`config.mk`:
```
export PLATFORM = sky130hd
export DESIGN_NAME = address_lookup
export DESIGN_NICKNAME = d
export VERILOG_FILES = /design/src/rtl/address_table_pkg.sv /design/src/rtl/address_match_group.sv /design/src/rtl/address_lookup.sv
export SDC_FILE = /design/constraint.sdc
export NUM_CORES = 1
export LEC_CHECK = 0
export CAP_MARGIN = 40
export CORE_AREA = 10 10 340 342
export CTS_CLUSTER_SIZE = 30
export DETAILED_ROUTE_END_ITERATION = 7
export DIE_AREA = 0 0 350 352
export PLACE_DENSITY = 0.32
export SYNTH_ARGS = -nofsm -noshare
export SYNTH_HDL_FRONTEND = slang
export SYNTH_SLANG_ARGS = --single-unit
```
`constraint.sdc`:
```
create_clock -name clk -period 6.95 [get_ports clk]
set_input_delay 2.085 -clock clk [delete_from_list [all_inputs] [get_ports clk]]
set_output_delay 2.085 -clock clk [all_outputs]
set_load 0.05 [all_outputs]
```
`src/rtl/address_table_pkg.sv`:
```
// -----------------------------------------------------------------------------
// address_table_pkg
// Shared constants, types and helpers for the address learning table and its
// read-side lookup engine.
//   NUM_PORTS / NUM_ENTRIES : switch port count and learning-table depth
//   MAC_W, BROADCAST_MAC    : MAC width and the all-ones broadcast address
//   mac_t, port_t, idx_t    : MAC, port number and table index types
//   lookup_resp_t           : lookup result (egress mask, hit flag, index)
// -----------------------------------------------------------------------------
package address_table_pkg;

   localparam int NUM_PORTS   = 4;
   localparam int NUM_ENTRIES = NUM_PORTS * 4;
   localparam int MAC_W       = 48;
   localparam int PORT_W      = (NUM_PORTS > 1) ? $clog2(NUM_PORTS) : 1;
   localparam int IDX_W       = (NUM_ENTRIES > 1) ? $clog2(NUM_ENTRIES) : 1;

   // I/G bit: least significant bit of the first transmitted octet.
   localparam int MCAST_BIT   = 40;

   typedef logic [MAC_W-1:0]     mac_t;
   typedef logic [PORT_W-1:0]    port_t;
   typedef logic [IDX_W-1:0]     idx_t;
   typedef logic [NUM_PORTS-1:0] port_mask_t;

   localparam mac_t BROADCAST_MAC = '1;

   typedef struct packed {
      port_mask_t mask;
      logic       hit;
      idx_t       index;
   } lookup_resp_t;

   typedef enum logic [1:0] {
      ST_IDLE,
      ST_SCAN,
      ST_RESP
   } lookup_state_t;

   function automatic port_mask_t onehot_mask(input port_t p);
      return port_mask_t'(1) << p;
   endfunction

   // Every port except the one the frame arrived on.
   function automatic port_mask_t flood_mask(input port_t src);
      return ~onehot_mask(src);
   endfunction

   // Group addresses are never looked up; broadcast is a group address too,
   // the explicit compare just documents that.
   function automatic logic is_group_mac(input mac_t mac);
      return mac[MCAST_BIT] | (mac == BROADCAST_MAC);
   endfunction

endpackage

```
`src/rtl/address_match_group.sv`:
```
// -----------------------------------------------------------------------------
// address_match_group
// Combinational SCAN_WIDTH-way MAC comparator with lowest-index priority.
//   dst_mac   : destination MAC being searched for
//   ent_valid : occupied flag of each entry in the group
//   ent_mac   : learned MAC of each entry in the group
//   match     : at least one valid entry matches
//   local_idx : lowest matching position within the group (0 when no match)
// -----------------------------------------------------------------------------
module address_match_group
   import address_table_pkg::*;
#(
   parameter int SCAN_WIDTH = 4,
   parameter int LOC_W      = (SCAN_WIDTH > 1) ? $clog2(SCAN_WIDTH) : 1
) (
   input  mac_t                             dst_mac,
   input  logic [SCAN_WIDTH-1:0]            ent_valid,
   input  logic [SCAN_WIDTH-1:0][MAC_W-1:0] ent_mac,
   output logic                             match,
   output logic [LOC_W-1:0]                 local_idx
);

   // NOTE: every output gets a default before the loop so no path leaves it
   // unassigned; otherwise synthesis infers a latch.
   always_comb begin
      match     = 1'b0;
      local_idx = '0;
      // Walk from the top down so the lowest matching index is written last.
      for (int i = SCAN_WIDTH - 1; i >= 0; i--) begin
         if (ent_valid[i] && (ent_mac[i] == dst_mac)) begin
            match     = 1'b1;
            local_idx = LOC_W'(i);
         end
      end
   end

endmodule

```
`src/rtl/address_lookup.sv`:
```
// -----------------------------------------------------------------------------
// address_lookup
// Destination-MAC lookup engine on the read side of the learning table.
// Takes one query per frame, scans the live table SCAN_WIDTH entries per cycle
// and returns an egress port mask. Unicast hits strobe the matched index back
// to the learning block for its hit counter.
//   clk, rst_n       : clock, synchronous active-low reset
//   req_*            : query handshake, destination MAC, ingress port
//   tbl_valid/mac/port : live learning-table contents
//   resp_*           : result handshake, egress mask, hit flag, matched index
//   hit_pulse/index  : one-cycle hit strobe to the learning block
// -----------------------------------------------------------------------------
module address_lookup
   import address_table_pkg::*;
#(
   parameter int SCAN_WIDTH = 4
) (
   input  logic                               clk,
   input  logic                               rst_n,
   input  logic                               req_valid,
   output logic                               req_ready,
   input  logic [MAC_W-1:0]                   req_dst_mac,
   input  logic [PORT_W-1:0]                  req_src_port,
   input  logic [NUM_ENTRIES-1:0]             tbl_valid,
   input  logic [NUM_ENTRIES-1:0][MAC_W-1:0]  tbl_mac,
   input  logic [NUM_ENTRIES-1:0][PORT_W-1:0] tbl_port,
   output logic                               resp_valid,
   input  logic                               resp_ready,
   output logic [NUM_PORTS-1:0]               resp_port_mask,
   output logic                               resp_hit,
   output logic [IDX_W-1:0]                   resp_index,
   output logic                               hit_pulse,
   output logic [IDX_W-1:0]                   hit_index
);

   localparam int G     = NUM_ENTRIES / SCAN_WIDTH;
   localparam int GRP_W = (G > 1) ? $clog2(G) : 1;
   localparam int LOC_W = (SCAN_WIDTH > 1) ? $clog2(SCAN_WIDTH) : 1;

   if ((NUM_ENTRIES % SCAN_WIDTH) != 0) begin : g_bad_scan_width
      $error("address_lookup: NUM_ENTRIES must be a multiple of SCAN_WIDTH");
   end

   lookup_state_t state_q, state_d;
   logic [GRP_W-1:0] grp_q, grp_d;
   mac_t             dst_q;
   port_t            src_q;
   lookup_resp_t     resp_q, resp_d;
   logic             hit_pulse_q, pulse_d;
   logic             req_ready_q;
   logic             load;

   // Current scan group, picked from the live table.
   logic [SCAN_WIDTH-1:0]            grp_valid;
   logic [SCAN_WIDTH-1:0][MAC_W-1:0] grp_mac;
   logic                             grp_match;
   logic [LOC_W-1:0]                 grp_local_idx;
   idx_t                             match_idx;

   always_comb begin
      grp_valid = '0;
      grp_mac   = '0;
      for (int i = 0; i < SCAN_WIDTH; i++) begin
         idx_t ent;
         ent          = idx_t'(int'(grp_q) * SCAN_WIDTH + i);
         grp_valid[i] = tbl_valid[ent];
         grp_mac[i]   = tbl_mac[ent];
      end
   end

   address_match_group #(
      .SCAN_WIDTH (SCAN_WIDTH),
      .LOC_W      (LOC_W)
   ) u_match (
      .dst_mac   (dst_q),
      .ent_valid (grp_valid),
      .ent_mac   (grp_mac),
      .match     (grp_match),
      .local_idx (grp_local_idx)
   );

   assign match_idx = idx_t'(int'(grp_q) * SCAN_WIDTH + int'(grp_local_idx));

   always_comb begin
      state_d = state_q;
      grp_d   = grp_q;
      resp_d  = resp_q;
      pulse_d = 1'b0;
      load    = 1'b0;
      unique case (state_q)
         ST_IDLE: begin
            if (req_valid && req_ready_q) begin
               load = 1'b1;
               if (is_group_mac(req_dst_mac)) begin
                  state_d = ST_RESP;
                  resp_d  = '{mask: flood_mask(req_src_port), hit: 1'b0, index: '0};
               end else begin
                  state_d = ST_SCAN;
                  grp_d   = '0;
               end
            end
         end
         ST_SCAN: begin
            if (grp_match) begin
               state_d      = ST_RESP;
               pulse_d      = 1'b1;
               resp_d.hit   = 1'b1;
               resp_d.index = match_idx;
               // Destination sits on the ingress segment: filter the frame.
               resp_d.mask  = (tbl_port[match_idx] == src_q) ? '0
                                                            : onehot_mask(tbl_port[match_idx]);
            end else if (grp_q == GRP_W'(G - 1)) begin
               state_d = ST_RESP;
               resp_d  = '{mask: flood_mask(src_q), hit: 1'b0, index: '0};
            end else begin
               grp_d = grp_q + 1'b1;
            end
         end
         ST_RESP: begin
            if (resp_ready) begin
               state_d = ST_IDLE;
            end
         end
         default: state_d = ST_IDLE;
      endcase
   end

   // NOTE: sequential state uses non-blocking assignments so every register
   // samples pre-edge values, independent of statement order.
   // NOTE: datapath registers are reset as well so all outputs read 0 during
   // reset and an abandoned query leaves nothing behind.
   always_ff @(posedge clk) begin
      if (!rst_n) begin
         state_q     <= ST_IDLE;
         grp_q       <= '0;
         dst_q       <= '0;
         src_q       <= '0;
         resp_q      <= '0;
         hit_pulse_q <= 1'b0;
         req_ready_q <= 1'b0;
      end else begin
         state_q     <= state_d;
         grp_q       <= grp_d;
         resp_q      <= resp_d;
         hit_pulse_q <= pulse_d;
         // Registered so ready stays low throughout reset and rises one
         // cycle after release.
         req_ready_q <= (state_d == ST_IDLE);
         if (load) begin
            dst_q <= req_dst_mac;
            src_q <= req_src_port;
         end
      end
   end

   assign req_ready      = req_ready_q;
   assign resp_valid     = (state_q == ST_RESP);
   assign resp_port_mask = resp_q.mask;
   assign resp_hit       = resp_q.hit;
   assign resp_index     = resp_q.index;
   // Set only on the SCAN->RESP edge, so a stalled RESP never repeats it.
   assign hit_pulse      = hit_pulse_q;
   assign hit_index      = resp_q.index;

endmodule

```
==> flow_metrics.tcl, run 1 <==
set metrics [dict create \
    grt_pass1_vias 17204 \
    drt_iter0_drc 1312 \
    avgSynthCellArea_um2 9.21 \
    routabilityCongestion 0.884 \
    io_pins 886 \
    grtUsageMet3 0.0540 \
    wl_per_cell_um 38.0 \
    synth_fa_ha_area_frac 0.00103 \
    grt_pass1_wl_um 174000 \
    drtAntennaViolNets 0 \
    tightest_slew_ns 0.818 \
    rsz0062_at_grt "false" \
    routed_wirelength_um 137000 \
    seq_area_mm2 0.00131 \
    drc_errors 0 \
    setup_tns_ns 0 \
    clock-sinks 65 \
    grt_overflow 0 \
    syn_to_final_growth_pct 91.8 \
    fmax_mhz 160 \
    drtPass1Iterations 6 \
    critical_path.cell_chain "clkdlybuf4s50_1 -> mux4_2 -> xnor2_1 -> nand4_1 -> nor4_1 -> nand4_1 -> o211ai_1 -> a21oi_1 -> nor2b_1 -> a22oi_1 -> and3_1 -> a211o_1 -> o21ai_1" \
    postCtsSetupBuffers 0 \
    async_flop_share 0 \
    grt_start_max_net_pins 86 \
    synth_cell_types 76 \
    cp_slowest_stage_delay_ns 0.71 \
    synth_top_family_by_area "multiplexers" \
    ctsResizeCount 0 \
    cp.arrival_ns 6.57 \
    status "complete, no violations" \
    die_y_um 352 \
    clock_latency_ns 0.37 \
    die_w_um 350 \
    fill_cells 11884 \
    critical_path.endpoint_type "flip-flop" \
    track_usage 0.212 \
    met2_usage 0.377 \
    synth_area_leaders "mux4_2 (27%), mux2i_1 (12%), dfxtp_1 (11%), xnor2_1 (9.2%), nand2_1 (4.5%)" \
    crit_type "input pin to flip-flop" \
    worstPathRequired_ns 7.25 \
    syn-cell-area_mm2 0.0122 \
    ys_seq_area_frac 0.107 \
    power.density_mw_per_mm2 92.1 \
    clock-root-buffer "clkbuf_16" \
    finalHoldViolCount 0 \
    final_cell_count_no_fill 3594 \
    placed_area_mm2 0.0230 \
    antenna_found_initial 64 \
    ys_seq_elements 65 \
    rr_startpoint "grp_q[0]" \
    clk_path_buf_depth 2 \
    yosys.area.top_type "mux4_2" \
    grt_util_met1 0.255 \
    viasPerCell 4.44 \
    power_leakage_nw 7.19 \
    hold_buffers 0 \
    max-slew-margin-rel 0.455 \
    finClkSkew_ns 0.0118 \
    dieArea_mm2 0.123 \
    grt-busiest-layer "met2" \
    min_period_over_period 0.901 \
    drive_gt1_frac 0.129 \
    synth.most_common_cell "mux4_2" \
    placementRows 121 \
    finalWorstSetupSlack_ns 0.685 \
    place_ws_ns 0.235 \
    hp-class "flip-flop to flip-flop" \
    synth_ff_type "dfxtp_1" \
    synth_edf_count 0 \
    placed_cells 3568 \
    cts_tree "done" \
    cpMostUsedCell "nand4_1" \
    yosysWarnings 0 \
    setup_viol 0 \
    htree_levels 3 \
    synth-xor-area-share 0.100 \
    cts_made_buffers 9 \
    fin_nets 3036 \
    synth_nets 2190 \
    synth_common_cells "mux4_2 (148), nand2_1 (146), mux2i_1 (145), xnor2_1 (127), a21oi_1 (69)" \
    critPathMaxFanout 4 \
    io_buffers 885 \
    hpwl_um 121000 \
    slowest_stage "nor4_1" \
    syn_inst 1319 \
    vias 15974 \
    synthMuxAreaShare 0.409 \
    multi_input_area_mm2 0.0100 \
    finalWorstPathRequiredPeriod_ns 6.26 \
    yosys.area_share.simple 0.170 \
    initial_core_util 0.112 \
    cap_viol_max_count 0 \
    startpoint_type "input pin" \
    fin_util 0.215 \
    fin_area_mm2 0.0233 \
    min_from "resp_hit" \
    cts.reportedPaths.clkPinSlew_ns 0.07 \
    critPathLaunch "tbl_mac[506]" \
    synth_compound_area_frac 0.142 \
    synth_top_area_frac 0.274 \
    core-area_mm2 0.109 \
    slew_violations 0 \
    ir_drop_mv 0.114 \
]
==> worst max-delay path: cells and delay by family <==
kind	cells	cell delay [ns]
xor+xnor	1	0.54
simple gates	5	1.88
compound gates	5	1.09
buf+inv	1	0.40
mux	1	0.54
==> registers in the layout, indices dropped and copies added (netlist names) <==
register,count
hit_index,4
src_q,2
grp_q,2
resp_hit,1
req_ready,1
dst_q,48
state_q,2
resp_port_mask,4
hit_pulse,1
==> placed cells by master (no fill, tap or decap), types with 7 or more instances in the layout <==
cell type          n
and2_1             8
nand4_1           62
o211ai_1          15
nor4_1            20
xor2_1            12
nand3_1           24
inv_1             20
clkdlybuf4s50_1  885
a221oi_1          12
mux2_2            16
mux2i_1          145
xnor2_1          127
nor2b_1            9
buf_4             59
buf_12             8
o21ai_0           23
a22oi_1           16
nand2b_1          23
buf_8             12
a21oi_1           69
mux4_2           148
clkbuf_16          9
nor2_1            37
o22ai_1           13
o2111ai_1         12
o2bb2ai_1          8
diode_2           10
nor3_1            17
and3_1            12
a22o_1             7
nand2_1          146
dfxtp_1           63
==> logic make-up (layout without fill, tap and decap cells) <==
kind of cell    Yosys count  in the layout
buf+inv                 157           1008
mux                     310            310
flops                    65             65
fa+ha+maj                 1              1
xor+xnor                139            139
other cells               0             10
simple gates            401            401
compound gates          246            246
==> final cells by class <==
cell class / instances / share of cell area
inverters: 22 / 0.00354
repair buffers: 970 / 0.421
clock inverters: 7 / 0.00338
clock buffers: 9 / 0.00966
multi-input cells: 1097 / 0.429
well taps: 1414 / 0.0759
flip-flops and latches: 65 / 0.0562
diodes: 10 / 0.00107
==> power by group <==
part	leakage [nW]	internal (mW)	total [mW]	switching, mW
combinational	6.51	0.679	1.21	0.534
clock	0.150	0.282	0.504	0.222
sequential	0.531	0.391	0.429	0.0382
total	7.19	1.35	2.15	0.794
==> final timing paths <==
check | slack, ns | cells past startpoint | end
worst max register to register | 1.51 | 13 | resp_port_mask[1]
worst min register to register | 0.45 | 1 | resp_hit
worst min-delay path | 0.45 | 1 | resp_hit
worst max-delay path | 0.69 | 13 | resp_port_mask[1]
==> layer usage <==
metal | vias to the layer above | share of wire
li1 | 6871 | -
met1 | 8021 | 0.41
met2 | 882 | 0.50
met3 | 158 | 0.071
met4 | 42 | 0.019
met5 | - | 0.0021
==> per-stage QoR <==
stage | hold slack (ns) | power, mW
2_1_floorplan | 0.471 | 0.804
3_3_place_gp | 0.439 | 1.63
3_5_place_dp | 0.444 | 1.66
4_1_cts | 0.461 | 2.18
5_1_grt | 0.489 | 2.24
6_report | 0.454 | 2.15
No activity file was read; power rests on OpenSTA's default activity.
==> run 2, diff against run 1 <==
- SKIP_CTS_REPAIR_TIMING: unset -> 1
==> results of run 2 <==
Final layout, timing and power as in run 1 (identical DEF).
